--- config.mk ---
export PLATFORM = sky130hd
export DESIGN_NAME = eth_rx
export DESIGN_NICKNAME = d
export VERILOG_FILES = /design/src/rtl/eth_pkg.sv /design/src/rtl/eth_manch_dec.sv /design/src/rtl/eth_rx.sv
export SDC_FILE = /design/constraint.sdc
export NUM_CORES = 1
export LEC_CHECK = 0
export ABC_AREA = 1
export BUFFER_PORTS_ARGS = -buffer_cell sky130_fd_sc_hd__buf_2
export CAP_MARGIN = 20
export CORE_MARGIN = 1
export CORE_UTILIZATION = 60
export CTS_CLUSTER_DIAMETER = 200
export DETAILED_ROUTE_END_ITERATION = 8
export PLACE_DENSITY = 0.82
export RECOVER_POWER = 100
export SKIP_LAST_GASP = 1
export SYNTH_ARGS = -nofsm -noshare
export SYNTH_HDL_FRONTEND = slang
export SYNTH_SLANG_ARGS = --single-unit
--- constraint.sdc ---
create_clock -name clk -period 1.66 [get_ports clk]
set_input_delay 0.332 -clock clk [delete_from_list [all_inputs] [get_ports clk]]
set_output_delay 0.332 -clock clk [all_outputs]
set_load 0.01 [all_outputs]
--- src/rtl/eth_pkg.sv ---
// Shared types and constants for the 10BASE-T receive path (eth_rx).
// The CRC constants and helper are only referenced when ETH_RX_CRC_EN is defined.
package eth_pkg;

    typedef enum logic [1:0] {
        IDLE,
        PRE,
        DATA,
        DROP
    } eth_state_t;

    localparam logic [31:0] CRC32_POLY    = 32'hEDB88320;
    localparam logic [31:0] CRC32_INIT    = 32'hFFFFFFFF;
    localparam logic [31:0] CRC32_RESIDUE = 32'hDEBB20E3;

    localparam int NLP_MIN_DEF = 2;
    localparam int NLP_MAX_DEF = 8;

    // One reflected CRC-32 step; feeding bits LSB-first equals a byte-wise update.
    function automatic logic [31:0] crc32_bit(input logic [31:0] crc, input logic b);
        crc32_bit = (crc >> 1) ^ ((crc[0] ^ b) ? CRC32_POLY : 32'h0);
    endfunction

endpackage

--- src/rtl/eth_manch_dec.sv ---
// Manchester front end: 2-flop synchronizer, edge detector and mid-bit tracker.
// Emits decoded bits three cycles after the wire edge, plus a carrier-loss pulse.
module eth_manch_dec #(
    parameter int SPB = 4
) (
    input  logic clk,
    input  logic rst_n,
    input  logic i_rx,
    output logic o_level,
    output logic o_rise,
    output logic o_fall,
    output logic o_bit,
    output logic o_bit_vld,
    output logic o_carrier_lost
);

    localparam logic [3:0] TC_MID  = 4'(SPB - 1);
    localparam logic [3:0] TC_LOSS = 4'(3 * SPB / 2 - 1);
    localparam logic [3:0] TC_MAX  = 4'd15;

    logic       r_meta;
    logic       r_sync;
    logic       r_dly;
    logic [3:0] r_tcnt;
    logic       w_edge;
    logic       w_mid;

    assign w_edge  = r_sync ^ r_dly;
    assign w_mid   = w_edge && (r_tcnt >= TC_MID);
    assign o_level = r_sync;
    assign o_rise  = w_edge & r_sync;
    assign o_fall  = w_edge & ~r_sync;

    always_ff @(posedge clk) begin
        if (!rst_n) begin
            r_meta         <= 1'b0;
            r_sync         <= 1'b0;
            r_dly          <= 1'b0;
            r_tcnt         <= 4'd0;
            o_bit          <= 1'b0;
            o_bit_vld      <= 1'b0;
            o_carrier_lost <= 1'b0;
        end else begin
            r_meta         <= i_rx;
            r_sync         <= r_meta;
            r_dly          <= r_sync;
            o_bit_vld      <= w_mid;
            // Pulses once, on the cycle tcnt would step onto 3*SPB/2.
            o_carrier_lost <= !w_mid && (r_tcnt == TC_LOSS);
            if (w_mid) begin
                r_tcnt <= 4'd0;
                o_bit  <= r_sync;
            end else if (r_tcnt != TC_MAX) begin
                r_tcnt <= r_tcnt + 4'd1;
            end
        end
    end

endmodule

--- src/rtl/eth_rx.sv ---
// 10BASE-T receiver top: preamble/SFD framing FSM, byte assembly, NLP link monitor.
// Define ETH_RX_CRC_EN to add FCS checking into rx_err at end of frame.
module eth_rx
    import eth_pkg::*;
#(
    parameter int SPB         = 4,
    parameter int PRE_MIN     = 16,
    parameter int NLP_MIN     = NLP_MIN_DEF,
    parameter int NLP_MAX     = NLP_MAX_DEF,
    parameter int LINK_TO     = 4000000,
    parameter int LINK_PULSES = 2
) (
    input  logic       clk,
    input  logic       rst_n,
    input  logic       rx_in,
    output logic [7:0] rx_data,
    output logic       rx_valid,
    output logic       rx_sof,
    output logic       rx_eof,
    output logic       rx_err,
    output logic       carrier,
    output logic       link_ok
);

    localparam int            TW       = $clog2(LINK_TO + 1);
    localparam logic [TW-1:0] TMR_LOAD = TW'(LINK_TO);
    localparam logic [TW-1:0] TMR_ONE  = TW'(1);
    localparam logic [5:0]    PCNT_MIN = 6'(PRE_MIN);
    localparam logic [5:0]    PCNT_MAX = 6'd63;
    localparam logic [3:0]    NLPW_MIN = 4'(NLP_MIN);
    localparam logic [3:0]    NLPW_MAX = 4'(NLP_MAX);
    localparam logic [3:0]    NLPW_SAT = 4'd15;
    localparam logic [3:0]    NLP_NEED = 4'(LINK_PULSES);

    logic          w_level, w_rise, w_fall, w_bit, w_bit_vld, w_lost;
    eth_state_t    r_state, w_state_nxt;
    logic [5:0]    r_pcnt;
    logic          r_prev;
    logic [2:0]    r_bcnt;
    logic          r_got;
    logic          r_first;
    logic [7:0]    r_shift;
    logic          w_crc_bad;
    logic          r_nlp_arm;
    logic [3:0]    r_nlp_w;
    logic [3:0]    r_nlp_cnt;
    logic [3:0]    w_nlp_inc;
    logic [TW-1:0] r_link_tmr;
    logic          w_nlp_in_range, w_nlp_ok, w_nlp_bad, w_link_hold, w_expire;

    eth_manch_dec #(.SPB(SPB)) u_dec (
        .clk            (clk),
        .rst_n          (rst_n),
        .i_rx           (rx_in),
        .o_level        (w_level),
        .o_rise         (w_rise),
        .o_fall         (w_fall),
        .o_bit          (w_bit),
        .o_bit_vld      (w_bit_vld),
        .o_carrier_lost (w_lost)
    );

    always_ff @(posedge clk) begin
        if (!rst_n) r_state <= IDLE;
        else        r_state <= w_state_nxt;
    end

    always_comb begin
        w_state_nxt = r_state;
        unique case (r_state)
            IDLE: if (w_bit_vld) w_state_nxt = PRE;
            PRE: begin
                if (w_lost)
                    w_state_nxt = IDLE;
                else if (w_bit_vld && (w_bit == r_prev))
                    w_state_nxt = (w_bit && (r_pcnt >= PCNT_MIN)) ? DATA : DROP;
            end
            DATA, DROP: if (w_lost) w_state_nxt = IDLE;
            default: w_state_nxt = IDLE;
        endcase
    end

`ifdef ETH_RX_CRC_EN
    logic [31:0] r_crc;

    always_ff @(posedge clk) begin
        if (r_state == PRE && w_state_nxt == DATA)
            r_crc <= CRC32_INIT;
        else if (r_state == DATA && w_bit_vld)
            r_crc <= crc32_bit(r_crc, w_bit);
    end

    assign w_crc_bad = (r_crc != CRC32_RESIDUE);
`else
    assign w_crc_bad = 1'b0;
`endif

    always_ff @(posedge clk) begin
        if (r_state == DATA && w_bit_vld) r_shift <= {w_bit, r_shift[7:1]};
    end

    always_ff @(posedge clk) begin
        if (!rst_n) begin
            rx_data  <= 8'd0;
            rx_valid <= 1'b0;
            rx_sof   <= 1'b0;
            rx_eof   <= 1'b0;
            rx_err   <= 1'b0;
            carrier  <= 1'b0;
            r_pcnt   <= 6'd0;
            r_prev   <= 1'b0;
            r_bcnt   <= 3'd0;
            r_got    <= 1'b0;
            r_first  <= 1'b0;
        end else begin
            rx_valid <= 1'b0;
            rx_sof   <= 1'b0;
            rx_eof   <= 1'b0;
            rx_err   <= 1'b0;
            carrier  <= (w_state_nxt != IDLE);
            unique case (r_state)
                IDLE: if (w_bit_vld) begin
                    r_pcnt <= 6'd1;
                    r_prev <= w_bit;
                end
                PRE: if (w_bit_vld) begin
                    r_prev <= w_bit;
                    if (w_bit != r_prev && r_pcnt != PCNT_MAX) r_pcnt <= r_pcnt + 6'd1;
                    if (w_state_nxt == DATA) begin
                        r_bcnt  <= 3'd0;
                        r_got   <= 1'b0;
                        r_first <= 1'b1;
                    end
                end
                DATA: begin
                    if (w_bit_vld) begin
                        r_bcnt <= r_bcnt + 3'd1;
                        if (r_bcnt == 3'd7) begin
                            rx_valid <= 1'b1;
                            rx_data  <= {w_bit, r_shift[7:1]};
                            rx_sof   <= r_first;
                            r_first  <= 1'b0;
                            r_got    <= 1'b1;
                        end
                    end
                    // Loss trails the last mid-bit by several cycles, so eof never meets a strobe.
                    if (w_lost) begin
                        rx_eof <= 1'b1;
                        rx_err <= (r_bcnt != 3'd0) || !r_got || w_crc_bad;
                    end
                end
                default: ;
            endcase
        end
    end

    // A pulse is only measured if its rising edge arrives while the framer is idle.
    assign w_nlp_in_range = (r_nlp_w >= NLPW_MIN) && (r_nlp_w <= NLPW_MAX);
    assign w_nlp_ok       = w_fall && r_nlp_arm && w_nlp_in_range;
    assign w_nlp_bad      = w_fall && r_nlp_arm && !w_nlp_in_range;
    assign w_link_hold    = w_nlp_ok || carrier;
    assign w_expire       = !w_link_hold && (r_link_tmr == TMR_ONE);
    assign w_nlp_inc      = r_nlp_cnt + 4'd1;

    always_ff @(posedge clk) begin
        if (!rst_n) begin
            r_nlp_arm  <= 1'b0;
            r_nlp_w    <= 4'd0;
            r_nlp_cnt  <= 4'd0;
            r_link_tmr <= '0;
            link_ok    <= 1'b0;
        end else begin
            if (w_rise && r_state == IDLE) begin
                r_nlp_arm <= 1'b1;
                r_nlp_w   <= 4'd1;
            end else if (w_fall) begin
                r_nlp_arm <= 1'b0;
            end else if (r_nlp_arm && w_level && r_nlp_w != NLPW_SAT) begin
                r_nlp_w <= r_nlp_w + 4'd1;
            end

            if (w_link_hold)            r_link_tmr <= TMR_LOAD;
            else if (r_link_tmr != '0)  r_link_tmr <= r_link_tmr - TMR_ONE;

            if (w_expire) begin
                r_nlp_cnt <= 4'd0;
                link_ok   <= 1'b0;
            end else if (w_nlp_bad) begin
                r_nlp_cnt <= 4'd0;
            end else if (w_nlp_ok) begin
                if (r_nlp_cnt < NLP_NEED) r_nlp_cnt <= w_nlp_inc;
                if (w_nlp_inc >= NLP_NEED) link_ok <= 1'b1;
            end
        end
    end

endmodule

* After elaboration in Yosys (flattened, before gate mapping)
Cells that the tools add are included.
** Word-level totals
- Bits in registers :: 77
- Latch bits :: 0
- Memory bits (writable) :: 0
- Bits in read-only memories :: 0
- Bits of input ports :: 3
- Output and inout bits :: 14
- Logic and storage cells :: 147
- Memories :: 0
** Operators by class
- Add/subtract/negate cells :: 6
- Multiply operators :: 0
- Div/mod/pow operators :: 0
- $lt $le $gt $ge :: 6
- Equal/unequal tests :: 19
- Shifts and indexed selects :: 0
- Multiplexer cells :: 33
- Bitwise logic cells :: 7
- Reductions and logical operators :: 49
** Operator list (number)
- $mux W22 :: 2
- $eq A22 B1 Y1 const B :: 1
- $reduce_bool A22 Y1 :: 1
- $sub A22 B1 Y22 const B :: 1
- $mux W6 :: 3
- $mux W1 :: 16
- $logic_and A1 B1 Y1 :: 14
- $add A4 B1 Y4 const B :: 3
- $ge A4 B2 Y1 const B :: 3
- $pmux W6 S2 :: 1
- $reduce_and A3 Y1 :: 4
- $reduce_and A4 Y1 :: 3
- $reduce_bool A2 Y1 :: 6
- $reduce_or A2 Y1 :: 6
- $ne A2 B1 Y1 const B :: 5
- $reduce_and A2 Y1 :: 5
- $mux W3 :: 3
- $mux W2 :: 4
- $ne A4 B4 Y1 const B :: 2
- $add A6 B1 Y6 const B :: 1
- $eq A2 B2 Y1 const B :: 3
- $ge A6 B5 Y1 const B :: 1
- $ne A6 B6 Y1 const B :: 1
- $pmux W2 S3 :: 1
- 20 further kinds :: 30

* Longest topological paths before layout
- Depth in word-level cells :: 10
- Depth in mapped cells :: 12
- Depth with buffers taken out :: 12

* Modules after synthesis
Synthesis repeated with hierarchy kept, for this count alone.
** Unflattened totals
- Cell total of the unflattened synthesis :: 488
- Area, all modules :: 3672.3 µm²
** By module, submodules not included
- eth_rx :: instances 1, cells each 428, area each 3201.8 µm², seq. area each 1391.3 µm²
- eth_manch_dec :: instances 1, cells each 60, area each 470.5 µm², seq. area each 200.2 µm²

* Worst setup path before layout
Ideal clock, no wire load.
- Path kind :: flip-flop to flip-flop
- Start point :: register r_nlp_w[0]
- End point :: register r_link_tmr[12]
- Library setup time :: 0.066 ns
- Arrival :: 1.409 ns
- Data required time :: 1.594 ns
- Slack :: 0.185 ns
- Cell stages (with the launch flop) :: 13
- Buffers on the path :: 1
- Period minus slack after synthesis :: 1.475 ns
- Cells stage by stage :: dfxtp_1 inv_1 ha_1 nor2_1 nand3_2 o21ai_2 nor2_2 inv_2 nand2_2 inv_4 nand2_4 buf_12 a21oi_2
** On the way
- Cells in the longest elaborated chain, start to end :: 5
- Elaborated cells between the ends (all ways) :: 6
- Those cells by class :: order compare: 2; reduce/logical: 4
** Ends and longest elaborated chain
- start: declaration :: line eth_rx.sv:45 : logic [3:0] r_nlp_w;
- start signal: assignment :: line eth_rx.sv:179 : r_nlp_w <= r_nlp_w + 4'd1;
- $ge A4 B2 Y1 or $le A4 B4 Y1 (tied branches) :: line eth_rx.sv:158 : assign w_nlp_in_range = (r_nlp_w >= NLPW_MIN) && (r_nlp_w <= NLPW_MAX);
- $logic_and A1 B1 Y1 (*) :: line eth_rx.sv:158
- $logic_and A1 B1 Y1 (*) :: line eth_rx.sv:159 : assign w_nlp_ok = w_fall && r_nlp_arm && w_nlp_in_range;
- $logic_or A1 B1 Y1 (*) :: line eth_rx.sv:161 : assign w_link_hold = w_nlp_ok || carrier;
- $reduce_or A2 Y1 (no source line) (*)
- end signal: assignment :: line eth_rx.sv:183 : else if (r_link_tmr != '0) r_link_tmr <= r_link_tmr - TMR_ONE;
- end: declaration :: line eth_rx.sv:48 : logic [TW-1:0] r_link_tmr;
Mark *: on every way between the ends. The rest lies on a longest branch, timed or not.
A chain may end at the register's enable or synchronous reset.

* Worst setup path after layout
- Start point :: register r_link_tmr[0]
- End point :: register r_link_tmr[12]
** On the way
- Cells in the longest elaborated chain, start to end :: 1
- Elaborated cells between the ends (all ways) :: 2
- Those cells by class :: add/sub: 1; reduce/logical: 1
** Ends and longest elaborated chain (line)
- $sub A22 B1 Y22 or $reduce_bool A22 Y1 (tied branches) :: eth_rx.sv:183
Parallel ways exist; a longest one is shown, timed or not.

==> results_dict.tcl <==
set metrics [dict create \
    status "complete, no violations" \
    hold_class "in2reg" \
    synth_fa_ha_area_frac 0.0535 \
    path_max_fanout 7 \
    hold_ws_ns 0.144 \
    synth_xor_area_frac 0.0422 \
    nets 534 \
    synth_compound_area_frac 0.0884 \
    max_slew_margin 0.753 \
    synthCells 486 \
    vias_per_cell 5.25 \
    maxCapViolCount 0 \
    switchingPower_mw 2.88 \
    wl_per_cell_um 12.7 \
    skew_ns 0.00859 \
    setup_slack_ns 0.0821 \
    die_area_sq_um 6550 \
    synthToLayoutAreaGrowth_pct 9.67 \
    drive_gt1_frac 0.131 \
    postRouteAntennaNets 0 \
    min_period_over_period 0.951 \
    via_count 3123 \
    cts_num_sinks 76 \
    arrival_ns 1.88 \
    layout_common_cells "nand2_1 (92), dfxtp_1 (68), nor2_1 (62)" \
    cts_htree_levels 3 \
    seqPwrFrac 0.347 \
    swShare 0.425 \
    overflow 0 \
    fin_tns_setup_ns 0 \
    period_minus_slack_ns 1.58 \
    critPathKind "reg2reg" \
    antenna_cells 0 \
    dr.pass1.iters 5 \
    start_kind "flop" \
    ys_types 40 \
    tightest_slew_ns 0.369 \
    finalMaxSlewViolations 0 \
    ys_seq_area_frac 0.426 \
    power.leakage_nw 1.71 \
    gp_congestion 0.907 \
    postSynthAreaPerCell_sq_um 7.69 \
    powerDensity_nw_per_um2 1660 \
    fillCellCount 504 \
    grt_start_max_net_pins 27 \
    numCtsBuffers 9 \
    comb_power_share 0.444 \
    clkPwrFrac 0.209 \
    grt_pass1_vias 2910 \
    cp-end-kind "flop" \
    vdd_drop_max_v 0.00114 \
    die_w_um 80.9 \
    rsz0062_at_grt "no" \
    cts.path.max_buffers 2 \
    synthMuxAreaShare 0.00268 \
    clock_latency_ns 0.36 \
    synthSimpleGateAreaFrac 0.303 \
    p_int_mw 3.90 \
    core_sq_um 5960 \
    syn_area_sq_um 3740 \
    setup_viol 0 \
    die_height_um 80.9 \
    grt_usage 0.246 \
    synthesis.nets 505 \
    final_common_cell "nand2_1" \
    post-place-ws_ns 0.0198 \
    path_clk_slew_ns 0.08 \
    synth_top_family_by_area "simple AND/OR/NAND/NOR gates" \
    grt_pass1_wl_um 12300 \
    cts_setup_buffers 0 \
    max_freq_mhz 634 \
    drt_iter0_markers 228 \
    finalHoldViolCount 0 \
    antenna_found_initial 0 \
    routed_wl_um 7580 \
    design.portCount 17 \
    ys_ff_latch 76 \
    initial_core_util 0.628 \
    portBuffers 16 \
    drc 0 \
    ys_warn_count 0 \
    place_hpwl_um 5510 \
    tritoncts "built" \
    rows 28 \
    cp_data_required_time_ns 1.96 \
    clock_tree.root_cell "clkbuf_8" \
]
## cells by family (layout without fill, tap and decap cells)
family | count (synthesis) | after routing
AOI/OAI and AO/OA | 61 | 61
xor gates and xnor gates | 18 | 18
adders and majority gates | 16 | 16
buffers and inverters | 75 | 109
DFF | 76 | 76
muxes | 1 | 1
and+or+nand+nor | 239 | 239
## cell usage after synthesis, drive strengths merged
| library cell | instances | area share |
|---|---|---|
| o21ai | 16 | 0.022 |
| a311oi | 1 | 0.0023 |
| xnor2 | 6 | 0.014 |
| nand3b | 2 | 0.0040 |
| clkbuf | 1 | 0.0010 |
| ha | 16 | 0.054 |
| xor2 | 12 | 0.028 |
| nand4 | 6 | 0.010 |
| a211oi | 2 | 0.0040 |
| dfxtp | 69 | 0.37 |
| nand2 | 99 | 0.11 |
| edfxtp | 7 | 0.056 |
| mux2i | 1 | 0.0027 |
| buf | 9 | 0.018 |
| a31oi | 2 | 0.0033 |
| inv | 64 | 0.065 |
| nor3 | 7 | 0.012 |
| a21oi | 39 | 0.054 |
| o21bai | 1 | 0.0020 |
| nand3 | 46 | 0.069 |
| nor3b | 2 | 0.0054 |
| clkinv | 1 | 0.0010 |
| nor2 | 77 | 0.095 |
## timing repair
item | 4_1_cts | 5_1_grt
hold buffers | 0 | 0
setup endpoints to repair | 1 | 9
gates resized for setup | 1 | 5
gates cloned | 0 | 0
## critical path: stages, from the launching register on
cell,delay [ns]
dfxtp_1,0.42
inv_2,0.10
ha_1,0.21
nand2_1,0.08
nor2_2,0.06
buf_4,0.14
nand3_4,0.10
nand2_1,0.10
nor2_1,0.11
nand3_1,0.09
a21oi_2,0.12
## power groups by stage
stage | Sequential, mW | Combinational, mW | Clock [mW]
CTS | 2.34 | 3.02 | 1.44
global placement | 2.37 | 2.88 | 0
floorplan | 2.34 | 2.34 | 0
global route | 2.38 | 3.36 | 1.53
finish | 2.35 | 3.01 | 1.42
detailed placement | 2.38 | 2.98 | 0
## path summary, 6_finish.rpt
path,from,to,slack (ns),cells past startpoint
worst max register to register,r_link_tmr[0],r_link_tmr[12],0.08,10
worst max-delay path,r_link_tmr[0],r_link_tmr[12],0.08,10
worst min register to register,u_dec.r_meta,u_dec.o_level,0.42,2
worst min-delay path,rx_in,u_dec.r_meta,0.14,3
## layout make-up
type,instances,area [sq um],area share
clock buffer,9,124,0.0302
clock inverter,7,72.6,0.0177
inverter,65,246,0.0601
multi-input combinational,335,1820,0.443
sequential,76,1590,0.388
tap,75,93.8,0.0229
timing repair buffer,28,153,0.0372
## stage by stage
stage	power, mW	util	area, sq um	std cells
floorplan	4.68	-	3740	486
global route	7.27	0.688	4100	595
detailed placement	5.36	0.660	3930	579
global placement	5.26	0.660	3930	579
CTS	6.81	0.693	4130	595
finish	6.79	0.688	4100	595
## registers in the layout, summed over array words and instances, names as in the netlist, 2 cells and up
| signal | cells |
|---|---|
| r_shift | 7 |
| rx_data | 8 |
| r_nlp_w | 4 |
| r_bcnt | 3 |
| r_link_tmr | 22 |
| r_nlp_cnt | 4 |
| r_pcnt | 6 |
| u_dec.r_tcnt | 4 |
| r_state | 2 |
## metal layers
layer,routed length (um),part of all wire,track usage,up-vias
li1,-,-,-,1619
met3,247,0.033,0.0472,14
met1,3420,0.45,0.282,1440
met4,118,0.016,0.129,0
met5,0,0,0,-
met2,3800,0.50,0.433,50
(Power assumes the default switching activity.)
